--- src/rtl/fifo_wr_arbiter.sv ---
// Round-robin arbiter that lets NREQ producers share one synchronous FIFO write port,
// granting bursts of up to MAX_BURST beats; the data path is purely combinational.
module fifo_wr_arbiter #(
    parameter int NREQ      = 4,
    parameter int WIDTH     = 32,
    parameter int MAX_BURST = 4
) (
    input  logic                      clk,
    input  logic                      rst_n,
    input  logic [NREQ-1:0]           req_valid,
    input  logic [NREQ*WIDTH-1:0]     req_data,
    output logic [NREQ-1:0]           req_ready,
    input  logic                      fifo_wfull,
    output logic                      fifo_winc,
    output logic [WIDTH-1:0]          fifo_wdata,
    output logic [$clog2(NREQ)-1:0]   grant_id,
    output logic                      busy
);

    localparam int OW = $clog2(NREQ);
    localparam int CW = $clog2(MAX_BURST) + 1;

    typedef enum logic {IDLE, GRANT} state_t;

    state_t          state;
    logic [OW-1:0]   owner;
    logic [OW-1:0]   last_owner;
    logic [CW-1:0]   beat_cnt;
    logic            beat;
    logic            burst_done;
    logic            release_now;

    // First set bit after 'last', wrapping so that 'last' itself is tried at the very end.
    function automatic logic [OW-1:0] rr_pick(input logic [NREQ-1:0] v,
                                              input logic [OW-1:0]   last);
        logic [OW-1:0]   sel;
        logic [NREQ-1:0] sh;
        int              idx;
        sel = '0;
        for (int k = NREQ; k >= 1; k--) begin
            idx = (int'(last) + k) % NREQ;
            sh  = v >> idx;
            if (sh[0]) sel = OW'(idx);
        end
        return sel;
    endfunction

    assign beat        = (state == GRANT) && req_valid[owner] && !fifo_wfull;
    assign burst_done  = beat && (int'(beat_cnt) + 1 == MAX_BURST);
    assign release_now = (state == GRANT) && (burst_done || !req_valid[owner]);

    assign fifo_winc  = beat;
    assign fifo_wdata = WIDTH'(req_data >> (int'(owner) * WIDTH));
    assign grant_id   = (state == GRANT) ? owner : '0;
    assign busy       = (state == GRANT);

    always_comb begin
        req_ready = '0;
        if (state == GRANT && !fifo_wfull) req_ready[owner] = 1'b1;
    end

    always_ff @(posedge clk or negedge rst_n) begin
        if (!rst_n) begin
            state      <= IDLE;
            owner      <= '0;
            last_owner <= OW'(NREQ - 1);
            beat_cnt   <= '0;
        end else begin
            case (state)
                IDLE: begin
                    if (|req_valid) begin
                        state    <= GRANT;
                        owner    <= rr_pick(req_valid, last_owner);
                        beat_cnt <= '0;
                    end
                end
                GRANT: begin
                    if (release_now) begin
                        last_owner <= owner;
                        // Hand straight over when anyone is waiting, avoiding an idle bubble.
                        if (|req_valid) begin
                            owner    <= rr_pick(req_valid, owner);
                            beat_cnt <= '0;
                        end else begin
                            state <= IDLE;
                        end
                    end else if (beat) begin
                        beat_cnt <= beat_cnt + 1'b1;
                    end
                end
                default: state <= IDLE;
            endcase
        end
    end

endmodule

--- config.mk ---
export PLATFORM = sky130hd
export DESIGN_NAME = fifo_wr_arbiter
export DESIGN_NICKNAME = d
export VERILOG_FILES = /design/src/rtl/fifo_wr_arbiter.sv
export SDC_FILE = /design/constraint.sdc
export NUM_CORES = 1
export LEC_CHECK = 0
export ABC_CLOCK_PERIOD_IN_PS = 2500
export BUFFER_PORTS_ARGS = -buffer_cell sky130_fd_sc_hd__buf_4
export CORE_ASPECT_RATIO = 1.2
export CORE_MARGIN = 1.5
export CORE_UTILIZATION = 36
export CTS_BUF_LIST = sky130_fd_sc_hd__clkbuf_2 sky130_fd_sc_hd__clkbuf_4 sky130_fd_sc_hd__clkbuf_8
export CTS_CLUSTER_SIZE = 40
export DETAILED_ROUTE_END_ITERATION = 10
export GPL_TIMING_DRIVEN = 0
export PLACE_DENSITY_LB_ADDON = 0.2
export SLEW_MARGIN = 20
export SYNTH_ARGS = -nofsm -noshare
export SYNTH_HDL_FRONTEND = slang
export SYNTH_SLANG_ARGS = --single-unit
--- constraint.sdc ---
create_clock -name clk -period 2.5 [get_ports clk]
set_clock_uncertainty 0.05 [all_clocks]
set_input_delay 0.5 -clock clk [delete_from_list [all_inputs] [get_ports clk]]
set_output_delay 0.5 -clock clk [all_outputs]
set_load 0.005 [all_outputs]
==> flow_summary.ini <==
[floorplanning]
pin_count = 175
initial_core_util_pct = 37.25
dieArea_um2 = 4783
dieHeight_um = 75.46
rows = 26
core-area_um2 = 4229
fp.dieW_um = 63.39

[grt]
grt_pass1_wl_mm = 9.377
globalRouteTotalUtil_pct = 25.34
grt_pass1_vias = 1856
grt_max_degree = 11
antenna_found_initial = 0
grt-ovfl-total = 0

[layout]
final_layout_size_suffix_gt1_share_pct = 76.80
nFillCells = 379
final_util_pct = 70.95
multiInputGateArea_um2 = 1271
layoutNonFillerInstCount = 362
seqCellArea_um2 = 203.9
stdcell_area_um2 = 3000
num_antenna_cells = 0
syn_to_final_growth_pct = 90.47
nNetsFinal = 448

[outcome]
status = completed

[route]
routed_wl_mm = 6.453
route.detailed.drc = 0
drt-initial-drc-count = 70
vias = 1955
final_antenna_net_count = 0
viasPerCell = 5.401
drtPass1Iterations = 4
wl_per_cell_um = 17.83

[clock_tree]
h-tree-depth = 1
clock_sinks = 8
root_buffer = clkbuf_8
post_cts_buffers = 0
cts_tree = built
cts_hold_buffers = 0
cts_made_buffers = 3
clk_pin_slew_ps = 40
clock_path_buffers = 2
insertion_delay_ps = 230

[timing]
finalCriticalPeriod_ps = 2381
worstMarginPinSlew_ps = 682.9
fmax_ghz = 0.4200
rsz0062_at_grt = false
slew_violations = 0
setup_viol = 0
finalCritPeriodShare_pct = 95.23
finalHoldViolCount = 0
holdWs_ps = 25.66
fin_tns_setup_ps = 0
slew_headroom_pct = 54.05

[setup_path]
cp_num_buf_inv = 3
critical_path_class = flop to output pin
cp-start-kind = flop
endpoint_kind = output pin
cp_top_family = buffers and inverters
worstPathMaxFanout = 10
worstPathCellList = buf_2, clkbuf_2, mux4_2, buf_4
slowest_delay_ps = 490
required_ps = 1950
arrival_ps = 1830
critPathSlowestCell = dfrtp_1

[power_and_ir_drop]
switching_power_mw = 0.9288
sw_frac_of_total_pct = 37.10
intPower_mw = 1.575
p_comb_share_pct = 82.4
powerDensity_nw_per_um2 = 834.4
peakVddDrop_uv = 526.2
clkPwrFrac_pct = 6.8
power_leakage_nw = 1.469
seqPwrFrac_pct = 10.7

[placed_design]
routabilityCongestion = 0.8167
io_buffers = 173
dp_cells = 358
placed_cell_area_um2 = 2944
dp_hpwl_mm = 5.548

[logic_synthesis]
yosysWarnings = 0
syn-instance-count = 129
ys_ff_latch = 8
synth.avg_cell_area_um2 = 12.21
yosysSeqAreaShare_pct = 12.87
yosysUniqueCellTypes = 46
syn_nets = 270
synth_area_um2 = 1575

[min_path]
hold_path_class = primary input to asynchronous set/reset pin

[job]
cap_violations = 0
[worst paths after layout]
check,slack (ps),endpoint,depth (start not counted),from
min in group clk,460,beat_cnt[2],1,beat_cnt[2]
setup reg to reg,230,owner[0],9,owner[0]
hold reg to reg,460,beat_cnt[2],1,beat_cnt[2]
setup / recovery,120,fifo_wdata[16],4,owner[1]
hold / removal,30,busy,1,rst_n
max in group asynchronous,2170,last_owner[0],1,rst_n
[logic make-up after synthesis]
kind of cell | after synthesis | synth area share, %
multiplexers | 41 | 52.74
AO/OA/AOI/OAI | 29 | 14.06
AND/OR/NAND/NOR | 24 | 9.056
buffers and inverters | 21 | 6.513
flip-flops | 8 | 12.87
adder cells (fa/ha/maj) | 6 | 4.766
[registers in the layout (all words and copies together) (netlist names)]
name and count:
beat_cnt 3, last_owner 2, busy 1, owner 2
[power by group through the flow]
stage / logic (mW) / clock network (mW) / registers (mW)
floorplan: 1.24 / 0 / 0.247
global placement: 2.04 / 0 / 0.263
detailed placement: 2.06 / 0 / 0.267
CTS: 2.07 / 0.179 / 0.266
global route: 2.22 / 0.181 / 0.278
finish: 2.06 / 0.171 / 0.268
[per-stage QoR]
step                      setup slack, ps  total power [mW]
final                               119.2             2.503
after global routing                22.94             2.682
after global placement              39.42             2.298
after floorplan                     370.7             1.483
after detailed placement            61.21             2.324
after CTS                           13.55             2.518
[layout make-up]
class	count	share of cell area, %
tap	56	2.335
sequential	8	6.797
inverter	10	1.251
clock buffer	4	1.626
multi-input combinational	100	42.37
timing repair buffer	173	43.29
buffer	11	2.335
[repair_timing]
item | in CTS | in global routing
endpoints found under the hold margin | 0 | 0
gates resized for setup | 3 | 2
setup endpoints to repair | 29 | 32
[layer usage]
layer	part of all wire (%)	track usage, %
met2	54	47.37
met5	0	0
met1	35	29.66
met3	8.8	4.727
met4	2.0	8.454
[cell usage after synthesis, drive strengths merged]
master   number  area share, %
a2111oi       2            1.5
ha            6            4.8
clkbuf        3           0.71
nor3          1           0.32
a22o          2            1.1
nand2         4            1.3
nor4          1           0.40
a22oi         1           0.48
mux2          3            2.4
or2           1           0.40
o22ai         1           0.40
nor3b         1           0.48
and2          5            2.1
o21ai         4            1.3
and3b         1           0.56
mux4         33             47
buf           8            3.4
nor2b         2           0.79
inv          10            2.4
a21bo         1           0.64
a21o          1           0.56
o211ai        2           0.95
a21oi         6            2.1
dfstp         2            3.3
and2b         1           0.56
dfrtp         6            9.5
o21a          2           0.95
nand3b        1           0.48
a31oi         2           0.79
nor2          5            1.2
o31ai         1           0.48
or2b          1           0.48
o2111ai       1           0.56
a311o         1           0.64
mux2i         5            3.2
a221oi        1           0.56
a41oi         1            1.0
[worst reg2reg max path, delay by kind of cell (launching register included)]
kind / cells / cell delay (ps)
buf+inv: 3 / 620
compound gates: 4 / 510
mux: 1 / 150
fa+ha+maj: 1 / 400
flops: 1 / 430
[placed cells by master, fill, tap and decap left out, types with 2 or more instances in the layout]
cell	n
buf_4	177
mux4_2	33
inv_1	9
ha_1	6
nor2_1	5
mux2i_1	5
a21oi_1	5
dfrtp_1	5
and2_1	4
buf_2	3
o21ai_0	3
clkbuf_8	3
clkbuf_2	2
nor2b_1	2
nand2_1	2
mux2_2	2
a22o_1	2
nand2_2	2
a31oi_1	2
o211ai_1	2
o21a_1	2
dfstp_2	2
(Power assumes the default switching activity.)
